--- src/rtl/wb_req_pkg.sv ---
// wb_req_pkg: shared widths, request record and FSM state type for the wishbone request queue.
package wb_req_pkg;
    localparam int WB_ADDR_W = 32;
    localparam int WB_DATA_W = 32;
    localparam int WB_SEL_W  = 4;
    localparam int WB_NACC_W = 3;

    typedef struct packed {
        logic [WB_ADDR_W-1:0] addr;
        logic [WB_DATA_W-1:0] data;
        logic [WB_SEL_W-1:0]  we;
        logic [WB_NACC_W-1:0] naccess;
    } wb_req_t;

    typedef enum logic [1:0] {IDLE, BUSY, RESP} state_t;
endpackage

--- src/rtl/wb_req_fifo.sv ---
// wb_req_fifo: power-of-two circular request FIFO with an occupancy count driving full/empty.
module wb_req_fifo
    import wb_req_pkg::*;
#(
    parameter int  DEPTH = 4,
    parameter type T     = wb_req_t
) (
    input  logic clk_i,
    input  logic rst_i,
    input  logic i_push,
    input  T     i_data,
    input  logic i_pop,
    output T     o_data,
    output logic o_full,
    output logic o_empty
);
    localparam int AW = $clog2(DEPTH);

    T               r_mem [DEPTH];
    logic [AW-1:0]  r_wr_ptr;
    logic [AW-1:0]  r_rd_ptr;
    logic [AW:0]    r_count;

    // Storage stays out of the reset domain; only pointers and count are cleared.
    always_ff @(posedge clk_i) begin
        if (i_push) r_mem[r_wr_ptr] <= i_data;
    end

    always_ff @(posedge clk_i or posedge rst_i) begin
        if (rst_i) begin
            r_wr_ptr <= '0;
            r_rd_ptr <= '0;
            r_count  <= '0;
        end else begin
            if (i_push) r_wr_ptr <= r_wr_ptr + AW'(1);
            if (i_pop) r_rd_ptr <= r_rd_ptr + AW'(1);
            r_count <= r_count + (AW+1)'(i_push) - (AW+1)'(i_pop);
        end
    end

    assign o_data  = r_mem[r_rd_ptr];
    assign o_full  = r_count == (AW+1)'(DEPTH);
    assign o_empty = r_count == '0;
endmodule

--- src/rtl/wishbone_req_queue.sv ---
// wishbone_req_queue: buffers core requests and issues them one at a time to a wishbone master,
// returning exactly one response per request in FIFO order.
module wishbone_req_queue
    import wb_req_pkg::*;
#(
    parameter int DEPTH = 4
) (
    input  logic                 clk_i,
    input  logic                 rst_i,
    input  logic                 req_valid_i,
    input  logic [WB_ADDR_W-1:0] req_addr_i,
    input  logic [WB_DATA_W-1:0] req_data_i,
    input  logic [WB_SEL_W-1:0]  req_we_i,
    input  logic [WB_NACC_W-1:0] req_naccess_i,
    output logic                 req_ready_o,
    output logic                 rsp_valid_o,
    output logic [WB_DATA_W-1:0] rsp_data_o,
    input  logic                 rsp_ready_i,
    output logic [WB_ADDR_W-1:0] mst_addr_o,
    output logic [WB_DATA_W-1:0] mst_data_o,
    output logic [WB_SEL_W-1:0]  mst_we_o,
    output logic [WB_NACC_W-1:0] mst_naccess_o,
    output logic                 mst_valid_o,
    input  logic [WB_DATA_W-1:0] mst_data_i,
    input  logic                 mst_valid_i
);
    wb_req_t              w_head;
    wb_req_t              r_issue;
    logic                 w_full;
    logic                 w_empty;
    logic                 w_pop;
    state_t               r_state;
    logic                 r_mst_valid;
    logic                 r_rsp_valid;
    logic [WB_DATA_W-1:0] r_rsp_data;

    assign req_ready_o = !w_full;
    assign w_pop       = (r_state == IDLE) && !w_empty;

    wb_req_fifo #(.DEPTH(DEPTH), .T(wb_req_t)) u_fifo (
        .clk_i   (clk_i),
        .rst_i   (rst_i),
        .i_push  (req_valid_i && !w_full),
        .i_data  ({req_addr_i, req_data_i, req_we_i, req_naccess_i}),
        .i_pop   (w_pop),
        .o_data  (w_head),
        .o_full  (w_full),
        .o_empty (w_empty)
    );

    // mst_valid_i is only honoured in BUSY, so stray completions cannot disturb the response.
    always_ff @(posedge clk_i or posedge rst_i) begin
        if (rst_i) begin
            r_state     <= IDLE;
            r_issue     <= '0;
            r_mst_valid <= 1'b0;
            r_rsp_valid <= 1'b0;
            r_rsp_data  <= '0;
        end else begin
            case (r_state)
                IDLE: if (w_pop) begin
                    r_issue     <= w_head;
                    r_mst_valid <= 1'b1;
                    r_state     <= BUSY;
                end
                BUSY: if (mst_valid_i) begin
                    r_rsp_data  <= mst_data_i;
                    r_mst_valid <= 1'b0;
                    r_rsp_valid <= 1'b1;
                    r_state     <= RESP;
                end
                RESP: if (rsp_ready_i) begin
                    r_rsp_valid <= 1'b0;
                    r_state     <= IDLE;
                end
                default: r_state <= IDLE;
            endcase
        end
    end

    assign mst_addr_o    = r_issue.addr;
    assign mst_data_o    = r_issue.data;
    assign mst_we_o      = r_issue.we;
    assign mst_naccess_o = r_issue.naccess;
    assign mst_valid_o   = r_mst_valid;
    assign rsp_valid_o   = r_rsp_valid;
    assign rsp_data_o    = r_rsp_data;
endmodule

--- config.mk ---
export PLATFORM = sky130hd
export DESIGN_NAME = wishbone_req_queue
export DESIGN_NICKNAME = d
export VERILOG_FILES = /design/src/rtl/wb_req_pkg.sv /design/src/rtl/wb_req_fifo.sv /design/src/rtl/wishbone_req_queue.sv
export SDC_FILE = /design/constraint.sdc
export NUM_CORES = 1
export LEC_CHECK = 0
export ABC_CLOCK_PERIOD_IN_PS = 9250
export CAP_MARGIN = 15
export CORE_MARGIN = 8
export CORE_UTILIZATION = 29
export DETAILED_ROUTE_END_ITERATION = 10
export GPL_TIMING_DRIVEN = 0
export SETUP_SLACK_MARGIN = 0.02
export SYNTH_ARGS = -nofsm -noshare
export SYNTH_HDL_FRONTEND = slang
export SYNTH_HIERARCHICAL = 1
export SYNTH_SLANG_ARGS = --single-unit
export TNS_END_PERCENT = 5
--- constraint.sdc ---
create_clock -name clk_i -period 9.25 [get_ports clk_i]
set_clock_uncertainty 0.05 [all_clocks]
set_input_delay 0.925 -clock clk_i [delete_from_list [all_inputs] [get_ports clk_i]]
set_output_delay 0.925 -clock clk_i [all_outputs]
set_load 0.01 [all_outputs]
==> reports/results.txt <==
Status: complete, no violations
Rows: 82
Sequential fraction of the synthesis area: 0.771
Hold WS: 450 ps
Top cells by count, synth: 284 x edfxtp_1, 114 x dfrtp_1, 103 x mux2_2
Min setup slack post-route: 6450 ps
Slew at the pin with the worst max-slew slack: 965 ps
DIE WIDTH: 242 um
# hold bufs at CTS: 0
Slowest cell on crit path: nor3_4
ANT cells: 0
CP max stage delay: 790 ps
Number of flops mapped to enable cells by yosys: 284
Total Wirelength: 32800 um
Antenna violations before repair: 2
Top FF cell, synth: edfxtp_1
Fill count: 4580
Met2 usage: 0.182
Met3 Track Usage GR: 0.0332
Post-route ant nets: 0
Switching power: 1.86 mW
DR vias/cell: 4.39
Max Buffers Root-to-Sink: 3
Critical path data arrival time: 3220 ps
Wire length per cell: 20.3 um
Clk_lat worst skew: 550 ps
Vias: 7091
CP Data Required Time: 9680 ps
Final Util: 0.386
Reg power frac: 0.398
Die Height: 242 um
Max-slew violations: 0
Final hold vios: 0
Slew HR: 0.355
Bufs and invs on worst path: 3
Core Region: 50200 um^2
DP Worst Slack: 5900 ps
FF-to-FF setup slack: 6450 ps
CP startpoint kind: flop
Net Sw Frac: 0.280
Area growth from synthesis to layout: 31.0%
Syn Area/Cell: 22.9 um^2
Clock sink count: 398
Final setup viols: 0
Comb pwr share: 0.340
Post-CTS Resized: 0
Synth Cell Area: 14800 um^2
Worst-path clk slew: 50 ps
Yosys cell types: 26
Grt peak-use layer: met2
Register bit total from synthesis: 398
Die area: 58400 um^2
Drt pass-1 iters: 4
Postcts setup bufs: 0
CTS buffer count: 44
CTS tree: built
Layout cells sized above 1: 0.293
Max FO, Critical Path: 12
Final RePlAce weighted congestion: 0.675
Biggest area consumer among synthesized cells: edfxtp_1
Hpwl dp: 20400 um
Tcrit/Tclk final: 0.302
Global-route wire length before repair: 50400 um
Setup TNS: 0 ps
Pwr per Cell Area: 344 nW/um^2
Synth area leaders: edfxtp_1 58%, dfrtp_1 19%, mux4_2 11%
Synth Warn #: 6
Root buf cell: clkbuf_16
F_max: 357 MHz
Mapped Nets: 760
Worst path cell trace: buf_6 > nor3_4 > buf_6 > ha_1 > inv_1 > ha_1 > fa_1 > xnor2_1 > xnor2_1
GR Layer Usage met1: 0.144
Peak VDD IR: 0.182 mV
Tot GR Track Use: 0.113
RSZ-0062 raised after global routing: no
DRC: 0
Fraction of registers with async set/reset: 0.286
Drt first-iter violations: 326
Initial core utilization: 0.294
CP Capture Type: flop
Yosys top cell area share: 0.578
Leakage: 6.72 nW
Most common cell in the netlist: edfxtp_1
Min Clock Period, post-route: 2800 ps
Gr ovfl total: 0
Vias in the first global route: 7744
Instance count of the mapped netlist: 645
Max_cap viols: 0
NumNets Final: 1024
Total internal power: 4.79 mW
Clock power share: 0.262
HP Class: flop to flop
Largest net degree at the start of global routing: 61
I/O Buffers: 213
Cell family with most CP delay: simple AND/OR/NAND/NOR gates
H-tree levels: 2
Critical path type: flop to flop
Io pins: 214
path summary, 6_finish.rpt:
kind                                       startpoint  cells past startpoint                     endpoint
max                            r_state[0]$_DFFE_PP0P_                      9  u_fifo/r_count[2]$_DFF_PP0_
min                        rsp_data_o[22]$_DFFE_PP0P_                      1   rsp_data_o[22]$_DFFE_PP0P_
max reg2reg                    r_state[0]$_DFFE_PP0P_                      9  u_fifo/r_count[2]$_DFF_PP0_
min reg2reg                rsp_data_o[22]$_DFFE_PP0P_                      1   rsp_data_o[22]$_DFFE_PP0P_
max in group asynchronous                       rst_i                      3   mst_data_o[14]$_DFFE_PP0P_
min in group asynchronous                       rst_i                      2  u_fifo/r_count[0]$_DFF_PP0_
cells in the final DEF, fill, tap and decap left out, types with 4 or more instances in the layout:
cell type / count
clkinv_1: 5
edfxtp_1: 284
buf_12: 7
clkbuf_16: 45
clkbuf_1: 10
inv_1: 9
clkdlybuf4s50_1: 213
clkinvlp_4: 7
nand2_1: 4
and2_4: 4
buf_16: 5
mux4_2: 70
mux2_2: 103
buf_6: 9
dfrtp_1: 114
buf_2: 8
bufinv_16: 4
clkbuf_8: 6
ha_1: 6
power by group through the flow:
stage | combinational [mW] | sequential (mW) | clock, mW
after detailed placement | 2.34 | 2.69 | 0
after floorplan | 1.23 | 2.78 | 0
after CTS | 2.35 | 2.65 | 1.81
final | 2.26 | 2.64 | 1.74
after global placement | 2.28 | 2.71 | 0
after global routing | 2.46 | 2.70 | 1.87
state kept, by name, summed over array words and instances, names as in the netlist:
signal,count
u_fifo/r_mem,284
mst_addr_o,32
mst_data_o,32
rsp_data_o,32
mst_we_o,4
mst_naccess_o,3
u_fifo/r_count,3
r_state,2
u_fifo/r_rd_ptr,2
u_fifo/r_wr_ptr,2
mst_valid_o,1
rsp_valid_o,1
metal layers:
layer | part of all wire | routed length (um)
met1 | 0.43 | 14100
met2 | 0.48 | 15600
met3 | 0.068 | 2220
met4 | 0.023 | 760
met5 | 0.00082 | 27
cell type report:
type,count,area (um^2),share of cell area
buffer,27,304,0.0157
clock buffer,61,1250,0.0644
clock inverter,19,206,0.0107
inverter,10,42.5,0.00220
multi-input combinational,210,3050,0.158
sequential,398,11400,0.588
tap,672,841,0.0435
timing repair buffer,218,2270,0.117
logic make-up after synthesis:
| group | after synthesis | share of synthesized area |
|---|---|---|
| AOI/OAI and AO/OA | 6 | 0.00237 |
| xor gates and xnor gates | 5 | 0.00297 |
| adders and majority gates | 7 | 0.00644 |
| buffers and inverters | 37 | 0.0231 |
| DFF | 398 | 0.771 |
| muxes | 174 | 0.187 |
| and+or+nand+nor | 18 | 0.00703 |
through the flow:
stage	total power, mW	area, um^2	std cells
after floorplan	4.01	14800	645
after global placement	4.99	17700	1530
after detailed placement	5.03	17900	1535
after CTS	6.81	19300	1615
after global routing	7.02	19300	1615
final	6.65	19300	1615
Power figures use the tool's default switching activity.
